`src/rtl/rtc_pkg.sv`:
```
// Shared constants and helpers for the real-time clock counter chain.
package rtc_pkg;

    localparam int unsigned SEC_MAX    = 59;
    localparam int unsigned MIN_MAX    = 59;
    localparam int unsigned HOUR24_MAX = 23;
    localparam int unsigned HOUR12_MIN = 1;
    localparam int unsigned HOUR12_MAX = 12;
    localparam int unsigned CNT_W      = 6;
    localparam int unsigned BCD_LIMIT  = 99;

    function automatic logic is_in_range(input int unsigned value,
                                         input int unsigned lo,
                                         input int unsigned hi);
        return (value >= lo) && (value <= hi);
    endfunction

    // Constant-only conversion, used to build the reset image of the BCD register.
    function automatic logic [7:0] bcd_of(input int unsigned value);
        return {4'(value / 10), 4'(value % 10)};
    endfunction

endpackage

```
`src/rtl/bin2bcd_99.sv`:
```
// Combinational 7-bit binary to two-digit BCD converter for inputs 0..99.
module bin2bcd_99 (
    input  logic [6:0] bin,
    output logic [7:0] bcd
);

    logic [3:0] tens;
    logic [3:0] units;

    // Largest multiple of ten not exceeding bin selects the tens digit.
    always_comb begin
        tens  = 4'd0;
        units = bin[3:0];
        for (int i = 1; i <= 9; i++) begin
            if (bin >= 7'(10 * i)) begin
                tens  = 4'(i);
                units = 4'(bin - 7'(10 * i));
            end
        end
    end

    assign bcd = {tens, units};

endmodule

```
`src/rtl/mod_cascade_counter.sv`:
```
// Cascadable modulo counter stage (MIN_VALUE..MAX_VALUE) with load, carry-free adjust,
// combinational carry-out and a registered BCD copy of the count.
module mod_cascade_counter
    import rtc_pkg::*;
#(
    parameter int unsigned WIDTH       = CNT_W,
    parameter int unsigned MIN_VALUE   = 0,
    parameter int unsigned MAX_VALUE   = SEC_MAX,
    parameter int unsigned RESET_VALUE = 0
) (
    input  logic             clk,
    input  logic             reset,
    input  logic             en_in,
    input  logic             up_down,
    input  logic             load,
    input  logic [WIDTH-1:0] load_value,
    input  logic             adj_inc,
    input  logic             adj_dec,
    output logic [WIDTH-1:0] q,
    output logic [7:0]       q_bcd,
    output logic             tc_out,
    output logic             wrap_pulse,
    output logic             load_err
);

    if (MAX_VALUE > BCD_LIMIT) begin : g_chk_bcd
        $error("MAX_VALUE must not exceed 99");
    end
    if (MAX_VALUE >= 2 ** WIDTH) begin : g_chk_width
        $error("WIDTH too small to hold MAX_VALUE");
    end
    if (MIN_VALUE > MAX_VALUE) begin : g_chk_order
        $error("MIN_VALUE must not exceed MAX_VALUE");
    end
    if (!is_in_range(RESET_VALUE, MIN_VALUE, MAX_VALUE)) begin : g_chk_reset
        $error("RESET_VALUE must lie in [MIN_VALUE, MAX_VALUE]");
    end

    localparam logic [WIDTH-1:0] MinQ   = WIDTH'(MIN_VALUE);
    localparam logic [WIDTH-1:0] MaxQ   = WIDTH'(MAX_VALUE);
    localparam logic [WIDTH-1:0] RstQ   = WIDTH'(RESET_VALUE);
    localparam logic [7:0]       RstBcd = bcd_of(RESET_VALUE);

    logic [WIDTH-1:0] q_q, q_d;
    logic [7:0]       q_bcd_q, q_bcd_d;
    logic             wrap_q, wrap_d;
    logic             err_q, err_d;

    logic adj_act;
    logic at_max;
    logic at_min;
    logic q_ok;
    logic load_ok;

    assign adj_act = adj_inc ^ adj_dec;
    assign at_max  = (q_q == MaxQ);
    assign at_min  = (q_q == MinQ);
    assign q_ok    = is_in_range(32'(q_q), MIN_VALUE, MAX_VALUE);
    assign load_ok = is_in_range(32'(load_value), MIN_VALUE, MAX_VALUE);

    always_comb begin
        q_d    = q_q;
        wrap_d = 1'b0;
        err_d  = 1'b0;
        if (load) begin
            if (load_ok) begin
                q_d = load_value;
            end else begin
                err_d = 1'b1;
            end
        end else if (adj_act) begin
            // Adjust wraps silently: no carry and no wrap pulse.
            if (!q_ok) begin
                q_d = MinQ;
            end else if (adj_inc) begin
                q_d = at_max ? MinQ : q_q + WIDTH'(1);
            end else begin
                q_d = at_min ? MaxQ : q_q - WIDTH'(1);
            end
        end else if (en_in) begin
            if (!q_ok) begin
                q_d = MinQ;
            end else if (up_down) begin
                if (at_max) begin
                    q_d    = MinQ;
                    wrap_d = 1'b1;
                end else begin
                    q_d = q_q + WIDTH'(1);
                end
            end else begin
                if (at_min) begin
                    q_d    = MaxQ;
                    wrap_d = 1'b1;
                end else begin
                    q_d = q_q - WIDTH'(1);
                end
            end
        end
    end

    // Convert next-q so the BCD register lands on the same edge as q.
    bin2bcd_99 u_bin2bcd (
        .bin (7'(q_d)),
        .bcd (q_bcd_d)
    );

    always_ff @(posedge clk or negedge reset) begin
        if (!reset) begin
            q_q     <= RstQ;
            q_bcd_q <= RstBcd;
            wrap_q  <= 1'b0;
            err_q   <= 1'b0;
        end else begin
            q_q     <= q_d;
            q_bcd_q <= q_bcd_d;
            wrap_q  <= wrap_d;
            err_q   <= err_d;
        end
    end

    assign tc_out     = en_in & ~load & ~adj_act & (up_down ? at_max : at_min);
    assign q          = q_q;
    assign q_bcd      = q_bcd_q;
    assign wrap_pulse = wrap_q;
    assign load_err   = err_q;

endmodule

```
`config.mk`:
```
export PLATFORM = sky130hd
export DESIGN_NAME = mod_cascade_counter
export DESIGN_NICKNAME = d
export VERILOG_FILES = /design/src/rtl/rtc_pkg.sv /design/src/rtl/bin2bcd_99.sv /design/src/rtl/mod_cascade_counter.sv
export SDC_FILE = /design/constraint.sdc
export NUM_CORES = 1
export LEC_CHECK = 0
export BUFFER_PORTS_ARGS = -buffer_cell sky130_fd_sc_hd__buf_2
export CAP_MARGIN = 10
export CELL_PAD_IN_SITES_DETAIL_PLACEMENT = 1
export CELL_PAD_IN_SITES_GLOBAL_PLACEMENT = 1
export CORE_MARGIN = 2
export CORE_UTILIZATION = 42
export CTS_CLUSTER_DIAMETER = 40
export DETAILED_ROUTE_END_ITERATION = 10
export GPL_ROUTABILITY_DRIVEN = 1
export PLACE_DENSITY = 0.89
export SYNTH_ARGS = -nofsm -noshare
export SYNTH_HDL_FRONTEND = slang
export SYNTH_HIERARCHICAL = 1
export SYNTH_SLANG_ARGS = --single-unit
export TNS_END_PERCENT = 10
```
`constraint.sdc`:
```
create_clock -name clk -period 4.8 [get_ports clk]
set_clock_uncertainty 0.2 [all_clocks]
set_input_delay 0.48 -clock clk [delete_from_list [all_inputs] [get_ports clk]]
set_output_delay 0.48 -clock clk [all_outputs]
set_load 0.1 [all_outputs]
```
Yosys cells after proc, flatten, opt, wreduce, memory -nomap -nowiden
Index checks and enable logic that the tools add are counted.

Register bits after elaboration: 16. Latch bits: 0. Memory bits (writable): 0. Input bits: 13. Output and inout bits: 17. Memories kept: 0. Memory bits (read-only): 0. Word-level logic and storage cells: 72.

Reductions and logical operators: 1. Mux-type cells: 38. Div/mod/pow operators: 0. Order comparisons: 11. Add/subtract/negate cells: 11. Bitwise logic cells: 6. Equal/unequal tests: 1. Shifts and indexed selects: 0. $mul: 0.

Operators by type and width (number): 2-to-1 mux 6 bit (10); 2-to-1 mux 4 bit (11); greater-or-equal comparator 6 x 7 -> 1 bit (second input constant) (3); subtractor 4 bit (second input constant) (5); greater-or-equal comparator 6 bit (second input constant) (3); greater-or-equal comparator 6 x 5 -> 1 bit (second input constant) (2); less-or-equal comparator 6 bit (second input constant) (2); 2-to-1 mux 3 bit (4); 2-to-1 mux 1 bit (11); subtractor 4 x 3 -> 4 bit (second input constant) (2); adder 6 x 1 -> 6 bit (second input constant) (1); equality test 6 bit (second input constant) (1); greater-or-equal comparator 6 x 4 -> 1 bit (second input constant) (1); zero test 6 bit (1); subtractor 6 x 1 -> 6 bit (second input constant) (1); 2-to-1 mux 2 bit (2); subtractor 4 x 1 -> 4 bit (second input constant) (1); subtractor 4 x 2 -> 4 bit (second input constant) (1); AND 1 bit (3); NOT 1 bit (2); bitwise XOR 1 bit (1).

Depth between registers and ports, before layout
Depth after elaboration: 17. Mapped depth: 15. Depth with buffers taken out: 14.

Modules after synthesis
Netlist, hierarchy kept.

Modules (own cells, without submodules): mod_cascade_counter (area an instance 1187.4 um^2, times used 1, cells each 139, sequential area each 400.4 um^2); bin2bcd_99 (area an instance 620.6 um^2, times used 1, cells each 88, sequential area each 0.0 um^2).

Worst setup path before layout
Ideal clock, no wire load.

Path type: register -> output. Start: register q_q[0] (netlist: q[0]). End: output port tc_out. Required time: 4.120 ns. Data arrival time: 3.939 ns. Stages on the path, launching flop included: 8. Buffers on the path: 0. Setup slack: 0.181 ns. Cells stage by stage: dfrtp_1 -> inv_1 -> ha_1 -> nand2b_1 -> or4_1 -> nor2_1 -> a21oi_1 -> nor3_1.

Cells in the longest elaborated chain, start to end: 3. Elaborated cells on any way between the ends: 4. Those cells by class: eq/ne (1); mux (1); bitwise (1); reduce/logical (1).

Ends and longest elaborated chain: start, declared (line mod_cascade_counter.sv:44) `logic [WIDTH-1:0] q_q, q_d;`; start signal, assigned (line mod_cascade_counter.sv:109) `q_q <= RstQ;`; start signal, assigned (line mod_cascade_counter.sv:114) `q_q <= q_d;`; equality test 6 bit or zero test 6 bit (tied branches) (line mod_cascade_counter.sv:56, mod_cascade_counter.sv:57); 2-to-1 mux 1 bit (*) (line mod_cascade_counter.sv:121) `assign tc_out = en_in & ~load & ~adj_act & (up_down ? at_max : at_min);`; AND 1 bit (*) (line mod_cascade_counter.sv:121); end, declared (line mod_cascade_counter.sv:21) `output logic tc_out,`.

Every way passes the cells marked *; elsewhere a longest branch is shown, timed or not.

Worst setup path after layout
Start: register q_q[0] (netlist: q[0]). End: register q_bcd_q[2] (netlist: q_bcd[2]).

Cells in the longest elaborated chain, start to end: 17. Elaborated cells on any way between the ends: 42. Those cells by class: add/sub (11); order compare (10); eq/ne (1); mux (19); reduce/logical (1).

Ends and longest elaborated chain: subtractor 6 x 1 -> 6 bit (tied with other cells) (line mod_cascade_counter.sv:78, mod_cascade_counter.sv:95); 2-to-1 mux 6 bit, on equally long branches; 2-to-1 mux 6 bit (line mod_cascade_counter.sv:83) `end else if (up_down) begin`; 2-to-1 mux 6 bit (line mod_cascade_counter.sv:81) `if (!q_ok) begin`; 2-to-1 mux 6 bit (line mod_cascade_counter.sv:80) `end else if (en_in) begin`; 2-to-1 mux 6 bit (*) (line mod_cascade_counter.sv:71) `end else if (adj_act) begin`; 2-to-1 mux 6 bit (*) (line mod_cascade_counter.sv:65) `if (load) begin`; via q_d[2] (line mod_cascade_counter.sv:44); greater-or-equal comparator 6 x 4 -> 1 bit or subtractor 4 bit (tied branches) (line bin2bcd_99.sv:15, bin2bcd_99.sv:17); 2-to-1 mux 4 bit (8 in a row) (line bin2bcd_99.sv:15) `if (bin >= 7'(10 * i)) begin`; 2-to-1 mux 4 bit (*) (line bin2bcd_99.sv:15); via q_bcd_d[2] (line mod_cascade_counter.sv:45) `logic [7:0] q_bcd_q, q_bcd_d;`; end signal, assigned (line mod_cascade_counter.sv:110) `q_bcd_q <= RstBcd;`; end signal, assigned (line mod_cascade_counter.sv:115) `q_bcd_q <= q_bcd_d;`; end, declared (line mod_cascade_counter.sv:45).

Mark *: on every way through the listed nets, which the timed path passes. The rest lies on a longest branch.

==> impl_metrics.tcl <==
set metrics [dict create \
    drtIter0Drc 161 \
    yosys.cell_types.count 70 \
    tightest_slew_ns 0.736 \
    drv_slew 0 \
    synthTopCellsByCount "27 x nand2_1, 16 x dfrtp_1, 15 x nor2_1, 11 x nand3_1, 11 x o21ai_0" \
    post_synth_instance_area_sq_um 1810 \
    antenna_left 0 \
    placementRows 23 \
    final_net_count 278 \
    cell_with_the_largest_stage_delay_on_the_worst_path "dfrtp_1" \
    setup-violations-final 0 \
    max_clock_freq_mhz 247 \
    timing.critical_path.slowest_cell_delay_ns 0.50 \
    dieArea_sq_um 4850 \
    detailedRoute.firstPassIterationCount 4 \
    cp_data_arrival_time_ns 4.04 \
    synth_enable_flop_cells 0 \
    rsz_0062_raised_after_global_routing "false" \
    cp_max_fo 13 \
    routing_layer_with_the_top_usage_in_global_route "met2" \
    timing.setup.critical_path_class "flip-flop to flip-flop" \
    cp_data_required_time_ns 4.79 \
    cts.repair.resized 0 \
    post_synth_inst_count 227 \
    synth_sequential_area_ratio_pct 22.1 \
    ir_worst_vdd_mv 0.203 \
    synthTopCellsByArea "dfrtp_1 22%, ha_1 6.2%, nand2_1 5.6%" \
    gpl.final_weighted_congestion 0.894 \
    outcome "finished clean" \
    max_cap_viol_count 0 \
    tritoncts "done" \
    vias_in_the_first_global_route 1956 \
    area.growth.synth_to_final_pct 12.7 \
    port_buffers 29 \
    grtUsageMet3_pct 2.47 \
    route.vias.total 1942 \
    grt_util_met2_pct 47.9 \
    clkTransAtPathRegs_ns 0.06 \
    holdCritPathClass "input port to flip-flop" \
    io_pins 30 \
    grt-ovfl-total 0 \
    place_inst 300 \
    clockRootBuffer "clkbuf_8" \
    post_layout_cell_count 305 \
    layout-drive-gt1-share_pct 22.7 \
    ys_dominant_reg_cell "dfrtp_1" \
    finalHoldViolCount 0 \
    synth.ff_latch_count 16 \
    avgSynthCellArea_sq_um 7.96 \
    wire_length_reported_by_the_detailed_router_mm 6.12 \
    chipWidth_um 69.6 \
    synth_most_common_cell "nand2_1" \
    clock_path_buffers 2 \
    drc_errors 0 \
    number_of_antenna_violations_at_the_first_check_in_global_routing 0 \
    async_reset_ff_share_pct 100 \
    final_cycle_utilization_of_the_critical_path_pct 84.3 \
    slew_headroom_pct 50.7 \
    post_drt_via_cell_ratio 6.37 \
    yosys.area.top_type "dfrtp_1" \
    cp_cell_sequence "inv_1 -> ha_1 -> nand2b_1 -> nor4_4 -> o311ai_0 -> o2111ai_1 -> o211ai_1 -> buf_4 -> inv_1 -> ha_1 -> or2b_2 -> a311oi_1 -> o21ai_1 -> a2111oi_2 -> a211o_1" \
    hpwlAfterDp_mm 4.60 \
    clock_insertion_delay_worst_skew_ns 0.25 \
    groute.usage.overall_pct 26.2 \
    cts.sink_count 16 \
    h-tree-depth 1 \
    synthesis.yosys.warnings 6 \
    fin_setup_tns_ns 0 \
    worstSetupStartpointType "flip-flop" \
    global_route_wire_length_before_repair_mm 10.3 \
    tritoncts.num_buffers 3 \
    pin_count_of_the_biggest_net_entering_global_routing 18 \
    cp_top_family "compound AO/OA/AOI/OAI gates" \
    antenna_cells_inserted 0 \
    grtUsageMet1_pct 32.5 \
    p_leak_nw 0.854 \
    yosysTopAreaCellShare_pct 22.1 \
    final_worst_path_period_need_ns 4.05 \
    power_mw 0.874 \
    powerDensity_nw_per_um2 429 \
    wl_per_cell_um 20.1 \
    total_buffers_and_inverters_traversed_by_the_critical_path 3 \
    end_kind "flip-flop" \
    floorplan.initialDensity_pct 44.6 \
    chipHeight_um 69.6 \
    core_region_area_sq_um 4060 \
]
[stage by stage]
stage               hold slack [ns]  worst slack, ns  util [%]  area, sq um
finish                        0.347            0.752      50.2         2040
global route                  0.366            0.487      50.2         2040
CTS                           0.346            0.829      50.2         2040
detailed placement            0.205            0.854      48.6         1970
global placement              0.199            0.943      48.6         1970
floorplan                   -0.0156            0.181         -         1820
[timing repair]
item                      in CTS  in global routing
setup buffers                  0                  0
hold buffers                   1                  0
hold endpoints to repair      16                  0
[cell type report]
cell class | count | area, sq um
repair buffers | 36 | 200
flip-flops and latches | 16 | 400
fillers | 521 | 2020
clock buffers | 4 | 55.1
inverters | 11 | 41.3
well taps | 50 | 62.6
multi-input cells | 188 | 1280
[routing by layer]
layer | routed length [um] | vias up
li1 | - | 912
met5 | 0 | -
met2 | 3200 | 60
met4 | 165 | 0
met1 | 2560 | 952
met3 | 197 | 18
[power breakdown]
| part | internal, mW | total (mW) | switching [mW] |
|---|---|---|---|
| Clock | 0.0728 | 0.118 | 0.0456 |
| Sequential | 0.161 | 0.185 | 0.0241 |
| Combinational | 0.143 | 0.570 | 0.427 |
[path summary, 6_finish.rpt]
check / from / endpoint / slack [ns] / cells past startpoint
hold / removal: load_value[2] / load_err / 0.35 / 3
setup / recovery: q[0] / q_bcd[2] / 0.75 / 15
hold reg to reg: q[4] / wrap_pulse / 0.73 / 4
min in group asynchronous: reset / q[0] / 0.47 / 2
setup reg to reg: q[0] / q_bcd[2] / 0.75 / 15
max in group asynchronous: reset / q[5] / 3.67 / 2
[worst min-delay path, cell delays in order]
cell	delay, ns
buf_2	0.13
nand2_1	0.08
nor2_1	0.07
[cell families (layout without fill, tap and decap cells)]
group | Yosys count | in the layout | share of synthesized area, %
AO/OA/AOI/OAI | 76 | 76 | 32.3
other | 1 | 5 | 0.207
buffers and inverters | 27 | 51 | 7.96
XOR/XNOR | 4 | 4 | 1.94
multiplexers | 1 | 1 | 0.554
flip-flops | 16 | 16 | 22.1
adder cells (fa/ha/maj) | 9 | 9 | 6.23
AND/OR/NAND/NOR | 93 | 93 | 28.7
[registers in the layout, summed over array words and instances, names as in the netlist]
register,cells
q_bcd,8
q,6
load_err,1
wrap_pulse,1
[placed cells by master, fill, tap and decap left out, types with 3 or more instances in the layout]
cell	count
buf_2	29
nand2_1	27
dfrtp_1	16
nor2_1	15
nand3_1	11
o21ai_0	11
a21oi_1	10
inv_1	9
ha_1	9
nor2b_1	7
buf_4	6
nand2b_1	5
a22oi_1	5
o311ai_0	5
a31oi_1	5
conb_1	5
nand4_1	4
nor3_1	4
o221ai_1	4
clkbuf_8	4
o21a_1	4
nand4b_1	3
o211ai_1	3
xnor2_1	3
Note: power is estimated with default switching activity, not from simulation.
